==> config.mk <==
export PLATFORM = sky130hd
export DESIGN_NAME = lc3_boot_ctrl
export DESIGN_NICKNAME = d
export VERILOG_FILES = /design/src/rtl/lc3_boot_ctrl.sv
export SDC_FILE = /design/constraint.sdc
export NUM_CORES = 2
export LEC_CHECK = 0
export ABC_AREA = 0
export BUFFER_PORTS_ARGS = -buffer_cell sky130_fd_sc_hd__buf_2
export CAP_MARGIN = 10
export CORE_ASPECT_RATIO = 1.25
export CORE_MARGIN = 2
export CORE_UTILIZATION = 40
export DETAILED_ROUTE_END_ITERATION = 16
export PLACE_DENSITY = 0.54
export SLEW_MARGIN = 20
export SYNTH_ARGS = -nofsm -noshare
export SYNTH_HDL_FRONTEND = slang
export SYNTH_SLANG_ARGS = --single-unit
==> constraint.sdc <==
create_clock -name clk -period 15.75 [get_ports clk]
set_input_delay 1.575 -clock clk [delete_from_list [all_inputs] [get_ports clk]]
set_output_delay 1.575 -clock clk [all_outputs]
set_load 0.05 [all_outputs]
==> src/rtl/lc3_boot_ctrl.sv <==
// LC-3 boot controller: owns the core's unified 16-bit memory, accepts a program
// image from a host while the core is held in reset, then runs the core until halt or timeout.
module lc3_boot_ctrl #(
    parameter int unsigned AW         = 8,
    parameter logic [15:0] HALT_ADDR  = 16'h0025,
    parameter logic [31:0] MAX_CYCLES = 32'd10000
) (
    input  logic          clk,
    input  logic          reset_n,
    input  logic          ld_valid,
    output logic          ld_ready,
    input  logic [AW-1:0] ld_addr,
    input  logic [15:0]   ld_data,
    input  logic          ld_last,
    input  logic          start,
    input  logic          clear,
    output logic          cpu_reset,
    input  logic [15:0]   cpu_mar,
    input  logic [15:0]   cpu_mdr,
    input  logic          cpu_memwe,
    output logic [15:0]   cpu_mem_out,
    input  logic [AW-1:0] rd_addr,
    output logic [15:0]   rd_data,
    output logic [1:0]    state_o,
    output logic          loaded,
    output logic          halted,
    output logic          timed_out,
    output logic [31:0]   cycle_count
);

    localparam int unsigned DEPTH = 2 ** AW;

    localparam logic [1:0] S_IDLE = 2'd0;
    localparam logic [1:0] S_RUN  = 2'd1;
    localparam logic [1:0] S_HALT = 2'd2;

    logic [1:0]  state;
    logic [1:0]  next_state;
    logic [15:0] mem [DEPTH];

    logic ld_fire;
    logic hit_halt;
    logic hit_budget;
    logic run_entry;
    logic halt_clear;

    assign ld_ready    = (state == S_IDLE);
    assign ld_fire     = ld_ready && ld_valid;
    assign hit_halt    = (cpu_mar == HALT_ADDR);
    assign hit_budget  = (MAX_CYCLES != 32'd0) && (cycle_count == MAX_CYCLES - 32'd1);
    assign halt_clear  = (state == S_HALT) && clear;
    assign state_o     = state;

    assign cpu_mem_out = mem[cpu_mar[AW-1:0]];
    assign rd_data     = mem[rd_addr];

    // Clear has priority over start in HALT; start in IDLE needs an image already complete.
    always_comb begin
        next_state = state;
        case (state)
            S_IDLE:  if (start && loaded) next_state = S_RUN;
            S_RUN:   if (hit_halt || hit_budget) next_state = S_HALT;
            S_HALT: begin
                if (clear)      next_state = S_IDLE;
                else if (start) next_state = S_RUN;
            end
            default: next_state = S_IDLE;
        endcase
    end

    assign run_entry = (state != S_RUN) && (next_state == S_RUN);

    // NOTE: sequential state uses non-blocking assignments so every register samples
    // pre-edge values; blocking here would create order-dependent simulation races.
    always_ff @(posedge clk or negedge reset_n) begin
        if (!reset_n) begin
            state       <= S_IDLE;
            cpu_reset   <= 1'b1;
            loaded      <= 1'b0;
            halted      <= 1'b0;
            timed_out   <= 1'b0;
            cycle_count <= 32'd0;
        end else begin
            state     <= next_state;
            cpu_reset <= (next_state != S_RUN);

            if (ld_fire)
                loaded <= ld_last;
            else if (halt_clear)
                loaded <= 1'b0;

            if (run_entry) begin
                cycle_count <= 32'd0;
                halted      <= 1'b0;
                timed_out   <= 1'b0;
            end else if (state == S_RUN) begin
                if (cycle_count != 32'hFFFF_FFFF)
                    cycle_count <= cycle_count + 32'd1;
                if (hit_halt)
                    halted <= 1'b1;
                else if (hit_budget)
                    timed_out <= 1'b1;
            end else if (halt_clear) begin
                halted    <= 1'b0;
                timed_out <= 1'b0;
            end
        end
    end

    // NOTE: the memory array has no reset; contents survive reset_n, which only
    // suppresses a write landing on an edge while reset is asserted.
    always_ff @(posedge clk) begin
        if (reset_n) begin
            if (ld_fire)
                mem[ld_addr] <= ld_data;
            else if ((state == S_RUN) && cpu_memwe)
                mem[cpu_mar[AW-1:0]] <= cpu_mdr;
        end
    end

endmodule

==> metrics.yaml <==
async_reset_ff_share_pct: 0.919
drive_above_1_share_pct: 32.1
fill_cells: 41222
skew_ns: 0.0757
synth_top_area_cell: "edfxtp_1"
drv_cap: 0
final_common_cell: "edfxtp_1"
crit_path_cell_trace: "buf_12, buf_12, buf_4, buf_4, mux2i_1, o221ai_2, nor3_1, a311oi_1, o31ai_1, a311o_1, nor4_2, buf_4, buf_2"
syn2layout_area_growth_pct: 12.0
final_antenna_net_count: 0
power_mw: 25.9
leakagePower_nw: 68.5
critPathLaunchType: "input pin"
cts_setup_buffers: 0
root_buffer: "clkbuf_16"
cts_tree: "built"
hp-class: "flip-flop to flip-flop"
syn-num-nets: 10262
route.vias.total: 114716
cts_inserted_buffers: 427
hold_viol_final: 0
cpMaxStageDelayCell: "nor4_2"
drtIter0Drc: 14245
post-route-min-period_ns: 9.38
power.density_nw_per_um2: 119
slowest_delay_ns: 0.84
cts.path.max_buffers: 4
dp_slack_ns: 6.53
htreeDepth: 5
die_x_microns: 628
post-route-util_pct: 44.9
drv_slew: 0
grt_max_degree: 209
critical_path_class: "input pin to output port"
grt_usage_pct: 28.8
ys_warn_count: 0
wire_per_inst_microns: 41.5
io_pins: 142
timing.hold.ws_ns: 0.505
ys_seq_area_share_pct: 63.7
core_area_sq_um: 485000
die_area_sq_um: 492000
nets: 10447
place_inst: 16423
grt_remaining_overflow: 0
endpoint_kind: "output port"
num_rows: 286
grt_setup_unrepaired: "no"
placed_area_sq_um: 203000
ir_worst_vdd_mv: 0.134
gp_congestion: 0.948
setup_viol: 0
synth-edff-count: 4096
worst_slew_pin_slew_ns: 1.32
finalInstanceArea_sq_um: 218000
cp.arrival_ns: 7.80
io_buffer_count: 141
post-dp-hpwl_mm: 440
drt_wl_total_mm: 719
fmax_mhz: 107
synth_ff_type: "edfxtp_1"
antenna_found_initial: 59
regToRegSetupSlack_ns: 10.19
initial_core_util_pct: 40.1
clk_latency_ns: 1.05
setup_tns_ns: 0
grt_pass1_vias: 116259
postSynthCellCount: 10190
relSlewSlack_pct: 11.8
synth_top_cell_area_share_pct: 63.2
synth_area_leaders: "edfxtp_1 (63%), mux4_2 (21%), mux2i_1 (4.7%)"
fin_crit_sh_pct: 59.5
synth_cell_types: 81
fin_cells: 17329
crit_top_cell: "buf_4"
fp.dieH_microns: 784
avgViaCountPerCell: 6.62
syn_area_per_cell_sq_um: 19.1
required_ns: 14.18
clock_sinks: 4134
status: "finished clean"
setup_ws_ns: 6.37
ys_ff_latch: 4134
crit_path_max_fanout: 72
syn-cell-area_sq_um: 195000
grt_pass1_wl_mm: 975
clk_pin_slew_worst_paths_ns: 0.06
cts_hold_buf: 0
drtPass1Iterations: 8
drc: 0
final_cell_mix: "edfxtp_1 (4096), mux4_2 (1814), mux2i_1 (907)"
cts_resized: 0
-- power by group --
group,switching (mW),internal [mW],total (mW)
registers,0.0716,12.5,12.6
clock network,4.49,5.94,10.4
logic,2.09,0.822,2.91
total,6.64,19.3,25.9
-- routing by layer --
metal	vias to the layer above	routed length, microns	share of wire [%]	global-route usage, %
met5	-	157	0.022	0
met4	26	53800	7.5	18.2
met3	1565	62300	8.7	5.79
met2	6340	346000	48	46.8
met1	62307	256000	36	35.2
li1	44478	-	-	-
-- flip-flops by register name, indices dropped and copies added, names as in the netlist --
signal,count
cpu_reset,1
cycle_count,32
halted,1
loaded,1
mem,4096
state_o,2
timed_out,1
-- path summary, 6_finish.rpt --
check | depth (start not counted) | end | start
min in group asynchronous | 2 | halted$_DFFE_PN0P_ | reset_n
max in group asynchronous | 2 | cpu_reset$_DFF_PN1_ | reset_n
hold reg to reg | 1 | halted$_DFFE_PN0P_ | halted$_DFFE_PN0P_
hold / removal | 1 | halted$_DFFE_PN0P_ | halted$_DFFE_PN0P_
setup / recovery | 13 | rd_data[1] | rd_addr[0]
setup reg to reg | 7 | mem[52][10]$_DFFE_PP_ | state_o[0]$_DFF_PN0_
-- area by class of cell --
cell class / instances / area, sq um / share of cell area (%)
Tap cell: 6480 / 8110 / 3.72
Timing Repair Buffer: 574 / 4500 / 2.07
Sequential cell: 4134 / 124000 / 56.9
Inverter: 13 / 65.1 / 0.0299
Clock inverter: 266 / 2750 / 1.26
Multi-Input combinational cell: 5225 / 67000 / 30.7
Antenna cell: 123 / 308 / 0.141
Clock buffer: 514 / 11300 / 5.17
-- logic make-up (layout without fill, tap and decap cells) --
| group | count (synthesis) | after routing | share of synthesized area (%) |
|---|---|---|---|
| buffers and inverters | 831 | 1367 | 2.83 |
| AOI/OAI and AO/OA | 1242 | 1242 | 4.55 |
| adders and majority gates | 1 | 1 | 0.00643 |
| other | 0 | 123 | 0 |
| DFF | 4134 | 4134 | 63.7 |
| and+or+nand+nor | 1184 | 1184 | 2.78 |
| xor gates and xnor gates | 29 | 29 | 0.131 |
| muxes | 2769 | 2769 | 26.0 |
-- critical path, delay by kind of cell --
family / cells / cell delay [ns]
buf+inv: 6 / 2.90
mux: 1 / 0.20
simple gates: 2 / 0.98
compound gates: 4 / 1.72
-- cells in the mapped netlist, drive strengths merged (11+ instances only) --
library cell and number:
a221oi 56, o22ai 190, nand2b 13, nor2 409, or4 17, xor2 17
mux2i 907, nor2b 15, a21oi 272, a22o 33, mux4 1820, a211oi 45
and3 20, o21bai 17, o221ai 304, a2111oi 15, clkbuf 305, o21ai 120
a22oi 129, nor4 45, nand4 24, nand3 100, nand2 297, buf 513
or3 23, nor3 170, inv 11, dfrtp 37, and2 21, mux2 42
edfxtp 4096, xnor2 12
Power figures use the tool's default switching activity.
